$ cat config.mk
export PLATFORM = sky130hd
export DESIGN_NAME = harmonic_scheduler
export DESIGN_NICKNAME = d
export VERILOG_FILES = /design/src/rtl/harmonic_scheduler.sv
export SDC_FILE = /design/constraint.sdc
export NUM_CORES = 1
export LEC_CHECK = 0
export ABC_AREA = 1
export BUFFER_PORTS_ARGS = -buffer_cell sky130_fd_sc_hd__buf_2
export CAP_MARGIN = 40
export CORE_MARGIN = 2
export CORE_UTILIZATION = 45
export DETAILED_ROUTE_END_ITERATION = 8
export MAX_ROUTING_LAYER = met4
export PLACE_DENSITY = 0.78
export SLEW_MARGIN = 10
export SYNTH_ARGS = -nofsm -noshare
export SYNTH_HDL_FRONTEND = slang
export SYNTH_SLANG_ARGS = --single-unit
$ cat constraint.sdc
create_clock -name i_Clock -period 5.25 [get_ports i_Clock]
set_clock_uncertainty 0.2 [all_clocks]
set_input_delay 1.05 -clock i_Clock [delete_from_list [all_inputs] [get_ports i_Clock]]
set_output_delay 1.05 -clock i_Clock [all_outputs]
set_load 0.02 [all_outputs]
$ cat src/rtl/harmonic_scheduler.sv
// Per-sample sequencer for the shared harmonic multiply-accumulate adder: clears, walks
// harmonic indices, launches the adder per non-zero multiple and emits a saturated mix.
module harmonic_scheduler #(
    parameter int unsigned MAX_HARMONICS = 64,
    parameter int unsigned READ_LATENCY  = 1,
    parameter int unsigned OUT_SHIFT     = 4,
    parameter int unsigned DONE_TIMEOUT  = 15,
    localparam int unsigned IW = $clog2(MAX_HARMONICS)
) (
    input  logic               i_Clock,
    input  logic               i_Reset_n,
    input  logic               i_Sample_Tick,
    input  logic [IW:0]        i_Harmonic_Count,
    output logic [IW-1:0]      o_Harm_Index,
    output logic               o_Fetch,
    input  logic signed [15:0] i_Multiple,
    output logic               o_Adder_Clear,
    output logic               o_Adder_Start,
    input  logic               i_Adder_Done,
    input  logic signed [31:0] i_Accumulator,
    output logic signed [15:0] o_Mix,
    output logic               o_Mix_Valid,
    output logic               o_Busy,
    output logic               o_Overrun,
    output logic               o_Timeout
);

    localparam int unsigned     TW         = $clog2(DONE_TIMEOUT + 1);
    localparam logic [IW:0]     MAX_COUNT  = (IW + 1)'(MAX_HARMONICS);
    localparam logic [2:0]      LAT_LAST   = 3'(READ_LATENCY - 1);
    localparam logic [TW-1:0]   TIMER_LAST = TW'(DONE_TIMEOUT - 1);

    typedef enum logic [2:0] {
        IDLE,
        CLEAR,
        FETCH,
        WAIT_DATA,
        START,
        GUARD,
        WAIT_DONE,
        OUTPUT
    } state_t;

    state_t             state_q, state_d;
    logic [IW-1:0]      index_q, index_d;
    logic [IW:0]        count_q, count_d;
    logic               empty_q, empty_d;
    logic [2:0]         lat_q, lat_d;
    logic [TW-1:0]      timer_q, timer_d;
    logic signed [15:0] mix_q, mix_d;
    logic               valid_q, valid_d;
    logic               overrun_q, overrun_d;
    logic               timeout_q, timeout_d;
    logic               fetch, adder_clear, adder_start;
    logic               last_harm;
    logic signed [31:0] acc_shifted;
    logic signed [15:0] mix_sat;

    assign last_harm   = ({1'b0, index_q} == (count_q - 1'b1));
    assign acc_shifted = i_Accumulator >>> OUT_SHIFT;

    always_comb begin
        if (acc_shifted > 32'sd32767) begin
            mix_sat = 16'sh7FFF;
        end else if (acc_shifted < -32'sd32768) begin
            mix_sat = 16'sh8000;
        end else begin
            mix_sat = acc_shifted[15:0];
        end
    end

    always_comb begin
        state_d     = state_q;
        index_d     = index_q;
        count_d     = count_q;
        empty_d     = empty_q;
        lat_d       = lat_q;
        timer_d     = timer_q;
        mix_d       = mix_q;
        valid_d     = 1'b0;
        timeout_d   = timeout_q;
        overrun_d   = overrun_q | (i_Sample_Tick && (state_q != IDLE));
        fetch       = 1'b0;
        adder_clear = 1'b0;
        adder_start = 1'b0;

        case (state_q)
            IDLE: begin
                if (i_Sample_Tick) begin
                    index_d = '0;
                    if (i_Harmonic_Count == '0) begin
                        empty_d = 1'b1;
                        count_d = '0;
                        state_d = OUTPUT;
                    end else begin
                        empty_d = 1'b0;
                        count_d = (i_Harmonic_Count > MAX_COUNT) ? MAX_COUNT : i_Harmonic_Count;
                        state_d = CLEAR;
                    end
                end
            end
            CLEAR: begin
                adder_clear = 1'b1;
                state_d     = FETCH;
            end
            FETCH: begin
                fetch   = 1'b1;
                lat_d   = '0;
                state_d = WAIT_DATA;
            end
            WAIT_DATA: begin
                if (lat_q == LAT_LAST) begin
                    state_d = START;
                end else begin
                    lat_d = lat_q + 3'd1;
                end
            end
            START: begin
                // A zero multiple contributes nothing, so the adder is not started.
                if (i_Multiple == 16'sd0) begin
                    if (last_harm) begin
                        state_d = OUTPUT;
                    end else begin
                        index_d = index_q + IW'(1);
                        state_d = FETCH;
                    end
                end else begin
                    adder_start = 1'b1;
                    state_d     = GUARD;
                end
            end
            GUARD: begin
                timer_d = '0;
                state_d = WAIT_DONE;
            end
            WAIT_DONE: begin
                if (i_Adder_Done) begin
                    if (last_harm) begin
                        state_d = OUTPUT;
                    end else begin
                        index_d = index_q + IW'(1);
                        state_d = FETCH;
                    end
                end else if (timer_q == TIMER_LAST) begin
                    timeout_d   = 1'b1;
                    adder_clear = 1'b1;
                    state_d     = IDLE;
                end else begin
                    timer_d = timer_q + TW'(1);
                end
            end
            OUTPUT: begin
                mix_d   = empty_q ? 16'sd0 : mix_sat;
                valid_d = 1'b1;
                state_d = IDLE;
            end
            default: begin
                state_d = IDLE;
            end
        endcase
    end

    always_ff @(posedge i_Clock) begin
        if (!i_Reset_n) begin
            state_q   <= IDLE;
            index_q   <= '0;
            count_q   <= '0;
            empty_q   <= 1'b0;
            lat_q     <= '0;
            timer_q   <= '0;
            mix_q     <= '0;
            valid_q   <= 1'b0;
            overrun_q <= 1'b0;
            timeout_q <= 1'b0;
        end else begin
            state_q   <= state_d;
            index_q   <= index_d;
            count_q   <= count_d;
            empty_q   <= empty_d;
            lat_q     <= lat_d;
            timer_q   <= timer_d;
            mix_q     <= mix_d;
            valid_q   <= valid_d;
            overrun_q <= overrun_d;
            timeout_q <= timeout_d;
        end
    end

    assign o_Harm_Index  = index_q;
    assign o_Fetch       = fetch;
    assign o_Adder_Clear = adder_clear;
    assign o_Adder_Start = adder_start;
    assign o_Mix         = mix_q;
    assign o_Mix_Valid   = valid_q;
    assign o_Busy        = (state_q != IDLE);
    assign o_Overrun     = overrun_q;
    assign o_Timeout     = timeout_q;

endmodule

==> results by group <==
Clock network
  • Clock Latency Late Sink: 290 ps
  • TritonCTS clock tree: done
  • Hold bufs inserted after CTS: 0
  • Clock transition at path regs: 90 ps
  • Cts repair resizes: 0
  • Postcts setup bufs: 0
  • Num CTS Buffers: 5
  • Depth of the CTS H-tree: 2
  • Clock sink count: 43
  • CTS max path bufs: 2
  • CTS root buffer: sky130_fd_sc_hd__clkbuf_8

Pwr
  • Max VDD drop: between 0.15 and 0.2 mV
  • Power per cell area: 357 nW/um2
  • Leakage dissipation: 1.54 nW

Cells and area
  • Top library cells by usage in the layout, fill and taps aside: sky130_fd_sc_hd__nand2_1, sky130_fd_sc_hd__buf_2, sky130_fd_sc_hd__inv_1
  • # fillers: 531
  • Proportion of layout cells with a drive suffix above 1: 23.8%
  • Sequential Area: 861 um2
  • Antenna diode count: 0
  • Synth-to-layout area growth: 24.7%
  • Commonest non-fill, non-tap cell in the layout: sky130_fd_sc_hd__nand2_1
  • Final #Nets: 538
  • Footprint of the multi-input gates: 1380 um2
  • Count of placed standard cells in the final layout, fillers left out: roughly 550

Global routing
  • Initial antenna violation count: 0
  • Aggregate global-route resource usage: 19.6%
  • Largest net degree at the start of global routing: 29
  • Vias in the first global route: 2357
  • Global-route wire length before repair: about 10000 um
  • Final global-route overflow total: 0

Synthesis
  • Syn Std Cell Area: around 2500 um2
  • #FFs+latches synth: between 40 and 50
  • Post-Syn Area per Cell: 6.43 um2
  • Net Count, Synth: about 460
  • Async SR Flop Fraction: 0%
  • Library cells used by synthesis: 38
  • Primary FF master, synth: sky130_fd_sc_hd__dfxtp_1
  • Proportion of synthesized chip area in sequential cells: 34.3%
  • Number of synthesis warnings: 0
  • Number of enable-type register cells in the synthesized netlist: 0
  • Post-Syn Instances: between 300 and 400

Floorplan
  • Core area: approximately 5400 um2
  • Area of the die: 6180 um2
  • Initial core utilization: 46.1%
  • Chip Width: 78.6 um
  • Die Span Y: 78.6 um
  • Number of rows created at floorplan: 27
  • Ports placed on the boundary: 88

STA
  • Number of max-slew violations in the final report: 0
  • Total Negative Setup Slacks: 0 ps
  • Measured slew at the worst slew-check pin: 547 ps
  • Post-route fraction of the period consumed by the critical path: 60.5%
  • Number of setup violations in the final report: 0
  • Highest Clock Rate: 315 MHz
  • Number of endpoints with negative hold slack in the final report: 0
  • Setup repair after global routing missed its margin: no
  • Max-slew headroom: between 60% and 70%
  • Final critical path time including I/O delays and setup: 3180 ps

Critical path
  • Family with the most delay on the worst path: buffers and inverters
  • Data arrival at the endpoint of the critical path: 1930 ps
  • Series of cell instances along the critical path: buf_2 -> inv_1 -> nand2_1 -> or2_2 -> o21ai_0 -> buf_2
  • Setup slack, reg-to-reg: 3160 ps
  • CP peak stage delay: 300 ps
  • Critical-path top delay cell: sky130_fd_sc_hd__or2_2
  • Source of the worst register-to-register timing path: count_q[0]
  • Worst reg2reg path depth: 14
  • Endpoint type of the worst setup path: output port
  • Worst Path Max Fanout: 3
  • Worst setup path class: in2out
  • Data required time at the worst endpoint: ~4000 ps
  • Critical path buffers and inverters: 3
  • Worst reg2reg path endpoint: o_Harm_Index[0]
  • Startpoint type of the worst setup path: primary input
  • Cell seen most often among critical-path stages: sky130_fd_sc_hd__buf_2

Detailed routing
  • Average wire length per cell after detail routing: roughly 10 um
  • Final antenna-violating net count: 0
  • Detailed Route Iter0 Violations: between 80 and 90
  • Total via count after detailed routing: 2592
  • Drt via density: about 4.7
  • Number of design rule violations left after detail routing: 0
  • Total detailed-routing wirelength: 5730 um
  • Number of search-and-repair iterations in the first detailed-routing pass: 4

Flow run
  • Max cap viols: 0

Placement
  • Post-detail-place hpwl: 4470 um
  • Placer congestion estimate: between 0.8 and 0.9
  • Number of port buffers: 83
  • Post-placement cell count: roughly 540

Outcome
  • Outcome: complete, no violations

Min path
  • Worst min-delay path class: reg2reg
  • WHS Path Cells: 2
  • Sink of the worst hold path: o_Timeout
  • Startpoint of the lowest-slack hold path: o_Timeout
==> cells in the mapped netlist (3+ instances only) <==
cell	number	share of area, %
sky130_fd_sc_hd__inv_1	50	7.5
sky130_fd_sc_hd__nor2_1	48	7.2
sky130_fd_sc_hd__nor3_1	3	0.60
sky130_fd_sc_hd__nor2_4	3	1.3
sky130_fd_sc_hd__dfxtp_1	43	34
sky130_fd_sc_hd__ha_1	6	3.0
sky130_fd_sc_hd__xor2_1	4	1.4
sky130_fd_sc_hd__clkbuf_1	4	0.60
sky130_fd_sc_hd__nand4_1	6	1.5
sky130_fd_sc_hd__inv_2	5	0.75
sky130_fd_sc_hd__nand3_1	21	4.2
sky130_fd_sc_hd__a22oi_1	4	1.2
sky130_fd_sc_hd__o21ai_0	5	1.0
sky130_fd_sc_hd__nand2_1	126	19
sky130_fd_sc_hd__a21oi_1	32	6.4
==> logic make-up after synthesis <==
kind of cell	count (synthesis)	share of synthesized area, %
simple gates	219	37.8
fa+ha+maj	6	3.00
xor+xnor	5	1.75
buf+inv	65	10.4
compound gates	52	12.6
flops	43	34.3
==> power by group <==
group / leakage [nW] / internal (mW) / switching [mW] / total, mW
Clock: 0.0654 / 0.190 / 0.115 / 0.305
Combinational: 1.13 / 0.145 / 0.271 / 0.415
Sequential: 0.348 / 0.358 / 0.0371 / 0.395
Total: 1.54 / 0.692 / 0.423 / 1.12
==> worst max-delay path by stage <==
stage | from | slack, ps | depth (start not counted) | end
6_report | i_Adder_Done | 2070 | 6 | o_Adder_Clear
4_1_cts | i_Adder_Done | 2080 | 6 | o_Adder_Clear
5_1_grt | i_Multiple[0] | 2020 | 8 | o_Adder_Start
3_3_place_gp | i_Adder_Done | 2090 | 6 | o_Adder_Clear
2_1_floorplan | i_Adder_Done | 2320 | 4 | o_Adder_Clear
3_5_place_dp | i_Adder_Done | 2090 | 6 | o_Adder_Clear
==> worst register-to-register path, cell delays in order (launching register included) <==
cell	delay [ps]
sky130_fd_sc_hd__dfxtp_1	390
sky130_fd_sc_hd__inv_1	100
sky130_fd_sc_hd__ha_1	250
sky130_fd_sc_hd__inv_1	60
sky130_fd_sc_hd__nand2_1	60
sky130_fd_sc_hd__nand2_1	70
sky130_fd_sc_hd__nand2_1	40
sky130_fd_sc_hd__nand2_1	60
sky130_fd_sc_hd__nand2_1	50
sky130_fd_sc_hd__nor2_1	200
sky130_fd_sc_hd__nand3_2	220
sky130_fd_sc_hd__nand2_4	140
sky130_fd_sc_hd__inv_2	40
sky130_fd_sc_hd__nor2_1	80
sky130_fd_sc_hd__nor2_1	40
==> routing by layer <==
metal	GRT usage (%)	vias up	routed length (um)
met1	22.6	1120	2580
met4	5.61	0	69
met5	-	-	0
li1	-	1391	-
met3	4.71	7	377
met2	33.7	74	2710
==> final cells by class <==
type	count	share of cell area (%)
multi-input combinational	282	44.3
clock inverter	2	1.92
sequential	43	27.6
inverter	57	6.85
timing repair buffer	84	14.2
tap	72	2.88
clock buffer	6	2.32
==> state kept, by name, summed over array words and instances (netlist names) <==
register      cells
o_Timeout         1
o_Mix_Valid       1
count_q           7
empty_q           1
timer_q           4
state_q           3
lat_q             3
o_Overrun         1
o_Mix            16
o_Harm_Index      6
==> through the flow <==
stage	power [mW]	cell area, um2	worst slack [ps]	utilization (%)	hold WS (ps)
2_1_floorplan	0.717	2510	2320	-	247
3_3_place_gp	0.804	2960	2090	54.5	241
3_5_place_dp	0.815	2990	2090	55.0	240
4_1_cts	1.12	3120	2080	57.4	253
5_1_grt	1.20	3120	2020	57.4	287
6_report	1.12	3120	2070	57.4	261
No activity file was read; power rests on OpenSTA's default activity.
